<file path="src/rtl/prog_delay_line_pkg.sv">
// ----------------------------------------------------------------------------
// prog_delay_line_pkg
// Shared definitions for the programmable delay line: default sizes, the
// output-source selector and small arithmetic helpers used for depth
// clamping and circular-buffer address generation.
// No ports (package).
// ----------------------------------------------------------------------------
package prog_delay_line_pkg;

   localparam int unsigned DEF_WIDTH     = 10;
   localparam int unsigned DEF_MAX_DEPTH = 64;

   // Which register currently drives o_data: the RAM read register for real
   // delays, or the bypass register when the effective depth is zero.
   typedef enum logic {
      SRC_RAM    = 1'b0,
      SRC_BYPASS = 1'b1
   } out_src_e;

   // Saturate a requested depth to the largest supported depth.
   function automatic int unsigned clamp_depth(input int unsigned req,
                                               input int unsigned max_depth);
      return (req > max_depth) ? max_depth : req;
   endfunction

   // (ptr - d) mod modulus without relying on power-of-two wraparound.
   // Valid for ptr < modulus and d <= modulus; d == modulus returns ptr.
   function automatic int unsigned ptr_sub_mod(input int unsigned ptr,
                                               input int unsigned d,
                                               input int unsigned modulus);
      return (ptr >= d) ? (ptr - d) : (ptr + modulus - d);
   endfunction

endpackage

</file>
<file path="src/rtl/prog_delay_line_sdp_ram_rbw.sv">
// ----------------------------------------------------------------------------
// sdp_ram_rbw
// Simple dual-port RAM with one write port and one registered read port.
// A read and write to the same address in the same clock returns the OLD
// contents (read-before-write). r_data holds its value when r_en is low.
// Storage and the read register are not reset so the array maps onto
// block RAM.
// Ports:
//   clk     in   1      clock
//   w_en    in   1      write enable
//   w_addr  in   AW     write address
//   w_data  in   WIDTH  write data
//   r_en    in   1      read enable; loads r_data on the next edge
//   r_addr  in   AW     read address
//   r_data  out  WIDTH  registered read data
// ----------------------------------------------------------------------------
module sdp_ram_rbw #(
   parameter int unsigned WIDTH = 10,
   parameter int unsigned DEPTH = 64,
   parameter int unsigned AW    = (DEPTH > 1) ? $clog2(DEPTH) : 1
) (
   input  logic             clk,
   input  logic             w_en,
   input  logic [AW-1:0]    w_addr,
   input  logic [WIDTH-1:0] w_data,
   input  logic             r_en,
   input  logic [AW-1:0]    r_addr,
   output logic [WIDTH-1:0] r_data
);

   logic [WIDTH-1:0] mem [DEPTH];

   // Write port.
   always_ff @(posedge clk) begin
      if (w_en)
         mem[w_addr] <= w_data;
   end

   // Read port. The non-blocking read samples the array before this edge's
   // write lands, which gives read-before-write on an address collision.
   always_ff @(posedge clk) begin
      if (r_en)
         r_data <= mem[r_addr];
   end

endmodule

</file>
<file path="src/rtl/prog_delay_line.sv">
// ----------------------------------------------------------------------------
// prog_delay_line
// Valid-gated delay line whose depth is programmable at runtime in
// 0..MAX_DEPTH beats. The pipeline advances only on accepted beats; each
// output is the sample accepted D beats earlier and appears one clock after
// the beat that retires it. Provides flush and a sticky depth-error flag.
// Ports:
//   clk          in   1      clock
//   reset        in   1      asynchronous, active-high
//   i_valid      in   1      input beat strobe
//   i_data       in   WIDTH  input sample
//   i_depth      in   DW     requested delay (clamped to MAX_DEPTH)
//   i_flush      in   1      discard all held samples
//   o_valid      out  1      high one clock after a retiring beat
//   o_data       out  WIDTH  delayed sample, holds between outputs
//   o_fill       out  DW     beats currently held, saturates at the depth
//   o_depth_err  out  1      sticky; set when i_depth exceeds MAX_DEPTH
// ----------------------------------------------------------------------------
module prog_delay_line
   import prog_delay_line_pkg::*;
#(
   parameter  int unsigned WIDTH     = DEF_WIDTH,
   parameter  int unsigned MAX_DEPTH = DEF_MAX_DEPTH,
   localparam int unsigned DW        = $clog2(MAX_DEPTH + 1)
) (
   input  logic             clk,
   input  logic             reset,
   input  logic             i_valid,
   input  logic [WIDTH-1:0] i_data,
   input  logic [DW-1:0]    i_depth,
   input  logic             i_flush,
   output logic             o_valid,
   output logic [WIDTH-1:0] o_data,
   output logic [DW-1:0]    o_fill,
   output logic             o_depth_err
);

   localparam int unsigned AW = (MAX_DEPTH > 1) ? $clog2(MAX_DEPTH) : 1;

   logic [DW-1:0]    d_eff;
   logic [DW-1:0]    depth_q;
   logic [DW-1:0]    fill;
   logic [DW-1:0]    fill_cur;
   logic [DW-1:0]    fill_next;
   logic [AW-1:0]    wptr;
   logic [AW-1:0]    wptr_next;
   logic [AW-1:0]    rd_addr;
   logic             depth_change;
   logic             accept;
   logic             retire;
   logic             ram_rd;
   logic             bypass_rd;
   logic             depth_over;
   logic [WIDTH-1:0] bypass_q;
   logic [WIDTH-1:0] ram_rdata;
   out_src_e         out_src;
   logic             valid_q;
   logic             depth_err_q;

   // Effective depth and change detection. A new depth invalidates the
   // held history, so the fill seen by this cycle's beat is forced to zero;
   // that makes the concurrent beat become entry 1 of the new history.
   always_comb begin
      d_eff        = DW'(clamp_depth(32'(i_depth), MAX_DEPTH));
      depth_over   = (32'(i_depth) > MAX_DEPTH);
      depth_change = (d_eff != depth_q);
      fill_cur     = depth_change ? '0 : fill;
   end

   // Beat qualification. A beat retires when the history already holds
   // exactly D samples, so the oldest one leaves as this one enters.
   // Zero depth takes the bypass register instead of a RAM read.
   always_comb begin
      accept    = i_valid & ~i_flush;
      retire    = accept & (fill_cur == d_eff);
      ram_rd    = retire & (d_eff != '0);
      bypass_rd = retire & (d_eff == '0);
   end

   // Next-state for the write pointer and fill count. The pointer wraps at
   // MAX_DEPTH explicitly so non-power-of-two depths work.
   always_comb begin
      wptr_next = wptr;
      if (accept)
         wptr_next = (wptr == AW'(MAX_DEPTH - 1)) ? '0 : wptr + AW'(1);

      fill_next = fill_cur;
      if (i_flush)
         fill_next = '0;
      else if (accept)
         fill_next = (fill_cur < d_eff) ? fill_cur + DW'(1) : d_eff;

      rd_addr = AW'(ptr_sub_mod(32'(wptr), 32'(d_eff), MAX_DEPTH));
   end

   // Control state: pointer, fill, registered depth and the sticky error.
   always_ff @(posedge clk or posedge reset) begin
      if (reset) begin
         wptr        <= '0;
         fill        <= '0;
         depth_q     <= '0;
         depth_err_q <= 1'b0;
      end else begin
         wptr    <= wptr_next;
         fill    <= fill_next;
         depth_q <= d_eff;
         if (depth_over)
            depth_err_q <= 1'b1;
      end
   end

   // Output side: valid pipeline flop, bypass register and the selector
   // that remembers which register owns o_data. The selector only moves on
   // a retire, so o_data holds between outputs whichever source was last.
   // Resetting to the zeroed bypass register makes o_data read 0 without
   // resetting the RAM read register.
   always_ff @(posedge clk or posedge reset) begin
      if (reset) begin
         valid_q  <= 1'b0;
         bypass_q <= '0;
         out_src  <= SRC_BYPASS;
      end else begin
         valid_q <= retire;
         if (bypass_rd) begin
            bypass_q <= i_data;
            out_src  <= SRC_BYPASS;
         end else if (ram_rd) begin
            out_src  <= SRC_RAM;
         end
      end
   end

   sdp_ram_rbw #(
      .WIDTH (WIDTH),
      .DEPTH (MAX_DEPTH),
      .AW    (AW)
   ) u_ram (
      .clk    (clk),
      .w_en   (accept),
      .w_addr (wptr),
      .w_data (i_data),
      .r_en   (ram_rd),
      .r_addr (rd_addr),
      .r_data (ram_rdata)
   );

   assign o_valid     = valid_q;
   assign o_data      = (out_src == SRC_BYPASS) ? bypass_q : ram_rdata;
   assign o_fill      = fill;
   assign o_depth_err = depth_err_q;

endmodule

</file>
<file path="config.mk">
export PLATFORM = sky130hd
export DESIGN_NAME = prog_delay_line
export DESIGN_NICKNAME = d
export VERILOG_FILES = /design/src/rtl/prog_delay_line_pkg.sv /design/src/rtl/prog_delay_line_sdp_ram_rbw.sv /design/src/rtl/prog_delay_line.sv
export SDC_FILE = /design/constraint.sdc
export NUM_CORES = 1
export LEC_CHECK = 0
export ABC_AREA = 1
export CAP_MARGIN = 20
export CORE_ASPECT_RATIO = 0.6
export CORE_MARGIN = 2
export CORE_UTILIZATION = 55
export CTS_CLUSTER_SIZE = 28
export DETAILED_ROUTE_END_ITERATION = 8
export PLACE_DENSITY = 0.69
export SLEW_MARGIN = 5
export SYNTH_ARGS = -nofsm -noshare
export SYNTH_HDL_FRONTEND = slang
export SYNTH_HIERARCHICAL = 1
export SYNTH_SLANG_ARGS = --single-unit
</file>
<file path="constraint.sdc">
create_clock -name clk -period 5.5 [get_ports clk]
set_input_delay 1.375 -clock clk [delete_from_list [all_inputs] [get_ports clk]]
set_output_delay 1.375 -clock clk [all_outputs]
set_load 0.02 [all_outputs]
</file>
# == After elaboration in Yosys (flattened, before gate mapping) ==
# Memories as Yosys holds them, arrays and structs flattened. A register that Yosys moved wholly into a read port is not among the register bits.
# Index checks and enable logic that the tools add are counted.
# classes
n_lt_le_gt_ge,3
reduce_logical,3
bitwise_logic,5
n_mux,12
n_eq_ne,3
add_sub_neg,5
# op_table
cell,n
$mux W7,5
$add A6 B1 Y6 const B,2
$mux W6,2
$sub A6 B6 Y6,2
$mux W10,1
$add A7 B1 Y7 const B,1
$eq A7 B7 Y1,1
$ge A6 B7 Y1,1
$gt A7 B7 Y1 const B,1
$logic_not A7 Y1,1
$lt A7 B7 Y1,1
$ne A7 B7 Y1,1
$reduce_bool A7 Y1,1
$eq A6 B6 Y1 const B,1
$and A1 B1 Y1,4
$mux W1,4
$reduce_bool A2 Y1,1
$not A1 Y1,1
# totals
output_inout_bits,19
wordCells,39
regBits,33
ram_bits,640
inputBits,21
memories,1
# mem_list
memory,words,width,read_ports,rd_ports_with_merged_regs,write_ports,line_no,source
u_ram.mem,64,10,1,1,1,prog_delay_line_sdp_ram_rbw.sv:31,logic [WIDTH-1:0] mem [DEPTH];

# == Logic depth before layout (Yosys ltp) ==
# Gate-level depths: netlist (run 1).
# logic_depth
ltp_word,9
mapped_depth,20
depth_no_buf,18

# == Hierarchy ==
# The synthesis (run 1) kept the hierarchy.
# by_module_without_submodules
module,n_inst,seq_area_each_um2,area_per_inst_um2,cells_per_inst
sdp_ram_rbw,1,19518.7,26536.7,2233
prog_delay_line,1,827.0,2225.9,274

# == Worst setup path after synthesis (run 1) ==
# Ideal clock, no wire load.
# synth_timing
kind,input to register
startpoint,in i_depth[6]
endpoint,reg fill[5] (netlist: o_fill[5])
required_time_ns,5.374
stages,19
path_slack_ns,1.788
t_arrival_ns,3.587
path_buffers,2
setup_time_ns,0.126
path_cell_list,buf_6 inv_4 buf_12 nand2_4 nand2_2 nand2_2 nor2_2 nand2_2 nor2_8 nand2_1 inv_1 ha_1 a21oi_1 o21a_1 inv_1 a31oi_1 inv_1 a21oi_1 a21oi_2
# synth_between
elab_chain_len,8
elab_cells_between_ends,9
classes_between,add/sub (1); order compare (2); eq/ne (1); mux (5)
# synth_rtl
element,line_no,source
start: declaration,prog_delay_line.sv:30,"input logic [DW-1:0] i_depth,"
$gt A7 B7 Y1,prog_delay_line_pkg.sv:23,return (req > max_depth) ? max_depth : req;
$mux W7 *,prog_delay_line_pkg.sv:23,
$ne A7 B7 Y1,prog_delay_line.sv:66,depth_change = (d_eff != depth_q);
$mux W7,prog_delay_line.sv:67,fill_cur = depth_change ? '0 : fill;
$add A7 B1 Y7 or $lt A7 B7 Y1 (tied branches),prog_delay_line.sv:91,fill_next = (fill_cur < d_eff) ? fill_cur + DW'(1) : d_eff;
$mux W7,prog_delay_line.sv:91,
$mux W7 *,prog_delay_line.sv:90,else if (accept)
$mux W7 *,prog_delay_line.sv:88,if (i_flush)
named net fill_next[5],prog_delay_line.sv:44,logic [DW-1:0] fill_next;
end signal: assignment,prog_delay_line.sv:105,fill <= fill_next;
end: declaration,prog_delay_line.sv:42,logic [DW-1:0] fill;
# Mark *: on every way through the listed nets, which the timed path passes. The rest lies on a longest branch.
# A chain may end at the register's enable or synchronous reset.

# == Worst setup path in the final report (run 1) ==
# layout_timing
startpoint,in i_depth[6]
endpoint,reg u_ram.r_data[6] (read register of u_ram.mem) (data pin)
# layout_between
elab_cells_between_ends,12
classes_between,add/sub (2); order compare (2); eq/ne (2); mux (3); bitwise (2); reduce/logical (1)
# layout_rtl
element,line_no,source
$gt A7 B7 Y1 *,prog_delay_line_pkg.sv:23,
$mux W7 *,prog_delay_line_pkg.sv:23,
named net d_eff[0],prog_delay_line.sv:40,logic [DW-1:0] d_eff;
$sub A6 B6 Y6 or $ge A6 B7 Y1 (tied branches),prog_delay_line_pkg.sv:31,return (ptr >= d) ? (ptr - d) : (ptr + modulus - d);
$mux W6 *,prog_delay_line_pkg.sv:31,
named net rd_addr[0],prog_delay_line.sv:47,logic [AW-1:0] rd_addr;
end: declaration,prog_delay_line_sdp_ram_rbw.sv:28,output logic [WIDTH-1:0] r_data
# Marks and branches as above.

==> flow_summary.toml, run 1 <==
[setup_path]
rr_startpoint = "wptr[0]"
cpPeakStageDelay_ns = 0.70
required_ns = 5.98
rr_worst_depth = 13
cp_num_cells = 16
crit_type = "in -> reg"
cp-start-kind = "primary input"
cp-end-kind = "flop"
crit_start = "i_depth[6]"
crit_slowest_cell = "clkdlybuf4s50_1"
path_buf_inv = 6
path_delay_family = "buffers and inverters"
worstPathArrival_ns = 5.05
crit_fanout = 109
path_cells = "clkdlybuf4s50_1 > inv_4 > nand2_2 > inv_1 > ha_1 > inv_8 > inv_8 > buf_4 > nand2_1 > nand3_1 > nand3_1 > nand2_1 > nand2_1 > nand3_1 > nand3_1 > nand2_1"

[power_and_ir_drop]
total_leakage_power_uw = 0.0119
clock_power_share_pct = 24.9
p_comb_share_pct = 37.0
irDropWorstVdd_v = 0.000441
pwr-share-seq_pct = 38.1
powerDensity_mw_per_mm2 = 493
swShare_pct = 39.6
p_int_uw = 9480
power_switching_uw = 6210

[cells_and_area]
layout-drive-gt1-share_pct = 9.47
final.fill_count = 3952
areaGrowthSynthToFinish_pct = 10.7
fin_nets = 2606
fin_cells = 3315

[yosys]
ys_seq_area_share_pct = 70.7
yosysTopAreaCell = "edfxtp_1"
synth.area.top_cells = "edfxtp_1, nand2_1, nand3_1"
synthFlopType = "edfxtp_1"
yosys.area.top_type_share_pct = 67.9
ys_async_sr_fraction_pct = 4.83
synth_commonest_cells = "nand2_1, edfxtp_1, nand3_1, nor2_1, buf_2"
syn_area_mm2 = 0.0288
syn_avg_cell_area_um2 = 11.5
netlist_instances = 2507
ys_types = 48
synth.most_common_cell = "nand2_1"
ys_seq_elements = 683
synth_edf_count = 650
ys_warn_count = 6
synth_fp_nets = 2543

[min_path]
holdCritPathClass = "reg -> reg"
hold_start = "o_depth_err"
hold_depth = 1

[global_route]
grtUsageTotal_pct = 28.2
antenna_found_initial = 0
grt-ovfl-total = 0
grt_pass1_wl_um = 115000
grt_pass1_vias = 18900
grt_max_degree = 192

[clocking]
tritoncts = "built"
clock_latency_ns = 0.62
post-cts-setup-buffers = 0
cts_resized = 0
h-tree-depth = 2
cts-root-buf = "clkbuf_16"
cts_buffer_depth = 3
cts_buffers = 59
path_clk_slew_ns = 0.07
cts_hold_buf = 0
clkSinkCount = 683

[sta]
hold_violations = 0
slew_headroom_pct = 26.8
drv_slew = 0
final-setup-viol-count = 0
rsz0062_at_grt = "no"
whs_ns = 0.479
finalClockSkew_ns = 0.0226
fin_crit_ns = 4.57
worst_pin_slew_ns = 1.10
max_clock_freq_ghz = 0.219
tns_ns = 0
finalCritPeriodShare_pct = 83.1

[drt]
vias_per_cell = 5.93
wl_per_cell_um = 22.8
vias = 19700
drt-pass1-iter-count = 6
drt-total-wl_um = 75500
drc_errors = 0
final_antenna_net_count = 0
first_iter_violations = 2958

[floorplanning]
rows = 64
die_h_um = 181
io_pins = 40
core-area_mm2 = 0.0513
die_x_um = 299
start_util_pct = 56.0
dieArea_mm2 = 0.0542

[run]
cap_viol_max_count = 0

[run_status]
status = "finished, final reports clean"

[place]
portBuffers = 39
place.gp.congestion = 0.918
hpwl_um = 45000
dp_cells = 3202
[cells in the final DEF, fill, tap and decap left out, drive strengths merged]
cell and n:
o21bai 1, buf 120, nor2 81, nor3b 1, nand3 559, nand4 12, xor2 6, nand2 886
clkinvlp 1, o211a 1, clkbuf 71, edfxtp 650, bufinv 2, mux2 10, a31oi 1, nand3b 3
o21ai 13, ha 14, fa 1, a21o 1, clkdlybuf4s50 29, xnor2 3, nor4 8, nor3 1
diode 3, a21oi 15, o31ai 1, clkinv 35, and2 1, a211oi 1, a22oi 1, inv 56
dfstp 1, o21a 1, dfrtp 32
[cells by family after synthesis]
| logic type | Yosys count | synth area share [%] |
|---|---|---|
| xor gates and xnor gates | 9 | 0.274 |
| buffers and inverters | 202 | 3.95 |
| DFF | 683 | 70.7 |
| AOI/OAI and AO/OA | 36 | 0.740 |
| adders and majority gates | 15 | 0.679 |
| muxes | 10 | 0.392 |
| and+or+nand+nor | 1552 | 23.2 |
[worst register-to-register path: stages (launching register included)]
cell and delay (ns):
dfrtp_1 0.74, inv_1 0.17, ha_1 0.41, inv_8 0.07, inv_8 0.45, buf_4 0.76
nand2_1 0.25, nand3_1 0.13, nand3_1 0.08, nand2_1 0.10, nand2_1 0.08, nand3_1 0.15
nand3_1 0.10, nand2_1 0.08
[per-stage QoR]
step	total power [uW]	instance area [um^2]	worst slack [ns]	util, %
floorplan	9630	28800	1.79	-
global placement	11600	30100	0.469	58.6
detailed placement	11700	30100	0.372	58.6
CTS	15600	31800	1.02	62.0
global route	16400	31800	0.739	62.0
finish	15700	31800	0.928	62.0
[registers in the layout, indices dropped and copies added, names as in the netlist]
register	count
u_ram/mem	640
bypass_q	10
u_ram/r_data	10
depth_q	7
o_fill	7
wptr	6
o_depth_err	1
o_valid	1
out_src	1
[cell type report]
type / count / area, um^2 / share of cell area (%)
diodes: 3 / 7.51 / 0.0236
multi-input cells: 1622 / 7340 / 23.1
well taps: 693 / 867 / 2.72
flip-flops and latches: 683 / 20300 / 63.9
inverters: 55 / 231 / 0.727
repair buffers: 149 / 1280 / 4.02
clock inverters: 39 / 244 / 0.766
clock buffers: 71 / 1520 / 4.78
[worst paths after layout]
check | end | slack [ns]
worst max-delay path | u_ram/r_data[6] | 0.93
worst min-delay path | o_depth_err | 0.48
worst max register to register | u_ram/r_data[6] | 1.82
worst min register to register | o_depth_err | 0.48
max in group asynchronous | o_fill[2] | 4.00
min in group asynchronous | bypass_q[3] | 1.16
[routing by layer]
metal	vias to the layer above	wire (um)	track usage (%)
li1	8870	-	-
met1	9547	31800	42.7
met2	1110	32000	39.9
met3	142	9910	8.65
met4	0	1840	6.94
met5	-	0	0
[power by group through the flow]
stage / sequential (uW) / clock (uW) / combinational [uW]
6_report: 5970 / 3910 / 5810
5_1_grt: 5970 / 4170 / 6300
4_1_cts: 5960 / 3950 / 5630
3_5_place_dp: 6080 / 0 / 5610
3_3_place_gp: 6070 / 0 / 5550
2_1_floorplan: 6020 / 0 / 3610
No activity file was read; power rests on OpenSTA's default activity.
==> inputs of run 2 (changes only) <==
==> constraint.sdc (replaced) <==
create_clock -name clk -period 4.5 [get_ports clk]
set_input_delay 1.125 -clock clk [delete_from_list [all_inputs] [get_ports clk]]
set_output_delay 1.125 -clock clk [all_outputs]
set_load 0.02 [all_outputs]
==> run 2 against run 1 <==
Against the previous run: power is 25% higher; worst setup slack got worse by 0.78 ns; clock power increased by 32%; sequential cell count is the same; non-clock buffer count grew 20; cell count grew 0.42%; clock skew up 0.0048 ns.
==> flow_summary.toml, run 2 (synthesis gave the netlist of run 1 again) <==
[clocking]
tritoncts = "built"
h-tree-depth = 2
clock_latency_ns = 0.61
post-cts-setup-buffers = 0
cts_buffers = 59
cts_buffer_depth = 3
cts_hold_buf = 0
cts-root-buf = "clkbuf_16"
cts_resized = 0
clkSinkCount = 683
path_clk_slew_ns = 0.07

[global_route]
grt_pass1_wl_um = 113000
grt_max_degree = 124
grt_pass1_vias = 18200
grt-ovfl-total = 0
grtUsageTotal_pct = 27.6
antenna_found_initial = 1

[setup_path]
cp-end-kind = "flop"
cp-start-kind = "primary input"
reg2reg_slack_ns = 0.57
crit_type = "in -> reg"
crit_fanout = 20
worstPathArrival_ns = 4.83
required_ns = 4.98

[min_path]
holdCritPathClass = "reg -> reg"

[cells_and_area]
layout-drive-gt1-share_pct = 10.4
multi_input_area_mm2 = 0.00734
fin_nets = 2626
largest_register_ffs = 640
reg_top3 = "u_ram/mem: 640 flops, bypass_q: 10 flops, u_ram/r_data: 10 flops"
layout_common_cells = "nand2_1, edfxtp_1, nand3_1"
areaGrowthSynthToFinish_pct = 12.2
final_common_cell = "nand2_1"
final.fill_count = 3932
largest-register = "u_ram/mem"
regArea_mm2 = 0.0203

[sta]
slew_headroom_pct = 26.4
drv_slew = 0
worst_pin_slew_ns = 1.10
finalCritPeriodShare_pct = 96.7
max_clock_freq_ghz = 0.230
rsz0062_at_grt = "no"
final-setup-viol-count = 0
finalClockSkew_ns = 0.0274
hold_violations = 0
fin_crit_ns = 4.35
tns_ns = 0
whs_ns = 0.464

[drt]
drt-pass1-iter-count = 6
vias_per_cell = 5.88
first_iter_violations = 2411
drt-total-wl_um = 74300
wl_per_cell_um = 22.3
final_antenna_net_count = 0
drc_errors = 0
vias = 19600

[place]
portBuffers = 39
place.gp.congestion = 0.917
hpwl_um = 45100

[run_status]
status = "finished, final reports clean"

[floorplanning]
start_util_pct = 56.0
io_pins = 40
die_x_um = 299
dieArea_mm2 = 0.0542
core-area_mm2 = 0.0513
rows = 64
die_h_um = 181

[power_and_ir_drop]
p_comb_share_pct = 36.7
total_leakage_power_uw = 0.0121
pwr-share-seq_pct = 37.1
p_int_uw = 12100
clock_power_share_pct = 26.2
swShare_pct = 38.5
powerDensity_mw_per_mm2 = 609
power_switching_uw = 7570
irDropWorstVdd_v = 0.000417

[run]
cap_viol_max_count = 0
## run 2: power by group through the flow
stage	Combinational [uW]	Sequential, uW	Clock (uW)
global route	7740	7290	5450
finish	7210	7280	5150
global placement	6930	7410	0
detailed placement	6990	7420	0
CTS	7030	7280	5210
floorplan	4410	7360	0
## run 2: path summary, 6_finish.rpt
kind                             start               to  depth (start not counted)
max reg2reg                    wptr[0]  u_ram/r_data[0]                         10
min reg2reg                o_depth_err      o_depth_err                          1
max in group asynchronous        reset          out_src                          3
min                        o_depth_err      o_depth_err                          1
max                         i_depth[6]  u_ram/r_data[0]                         13
min in group asynchronous        reset       depth_q[6]                          2
## run 2: critical path, cell delays in order
cell and delay, ns:
clkdlybuf4s50_1 0.54, inv_4 0.11, nand2_2 0.08, inv_1 0.05
ha_1 0.21, fa_1 0.44, nor2_1 0.15, a211oi_1 0.07
xor2_1 0.86, inv_1 0.61, nand3_1 0.23, nand3_1 0.21
nand2_1 0.13
## run 2: per-layer routing
metal	global-route usage, %	wire, um	vias to the layer above
met4	5.14	1280	2
met1	44.3	33200	9556
met3	5.52	8100	100
met2	39.1	31700	1030
li1	-	-	8901
met5	0	11	-
## run 2: area by class of cell
type / count / share of cell area (%)
clock inverters: 37 / 1.22
flip-flops and latches: 683 / 63.1
multi-input cells: 1622 / 22.8
clock buffers: 69 / 4.76
well taps: 693 / 2.69
diodes: 1 / 0.00775
inverters: 55 / 0.717
repair buffers: 169 / 4.80
## run 2: stage by stage
| step | power, uW | util (%) | instances | worst slack (ns) | cell area, um^2 |
|---|---|---|---|---|---|
| after floorplan | 11800 | - | 2507 | 1.04 | 28800 |
| after global placement | 14300 | 59.0 | 3219 | -0.236 | 30300 |
| after detailed placement | 14400 | 59.0 | 3219 | -0.297 | 30300 |
| after CTS | 19500 | 62.7 | 3325 | 0.321 | 32200 |
| after global routing | 20500 | 62.9 | 3328 | 0.145 | 32300 |
| final | 19600 | 62.9 | 3329 | 0.151 | 32300 |
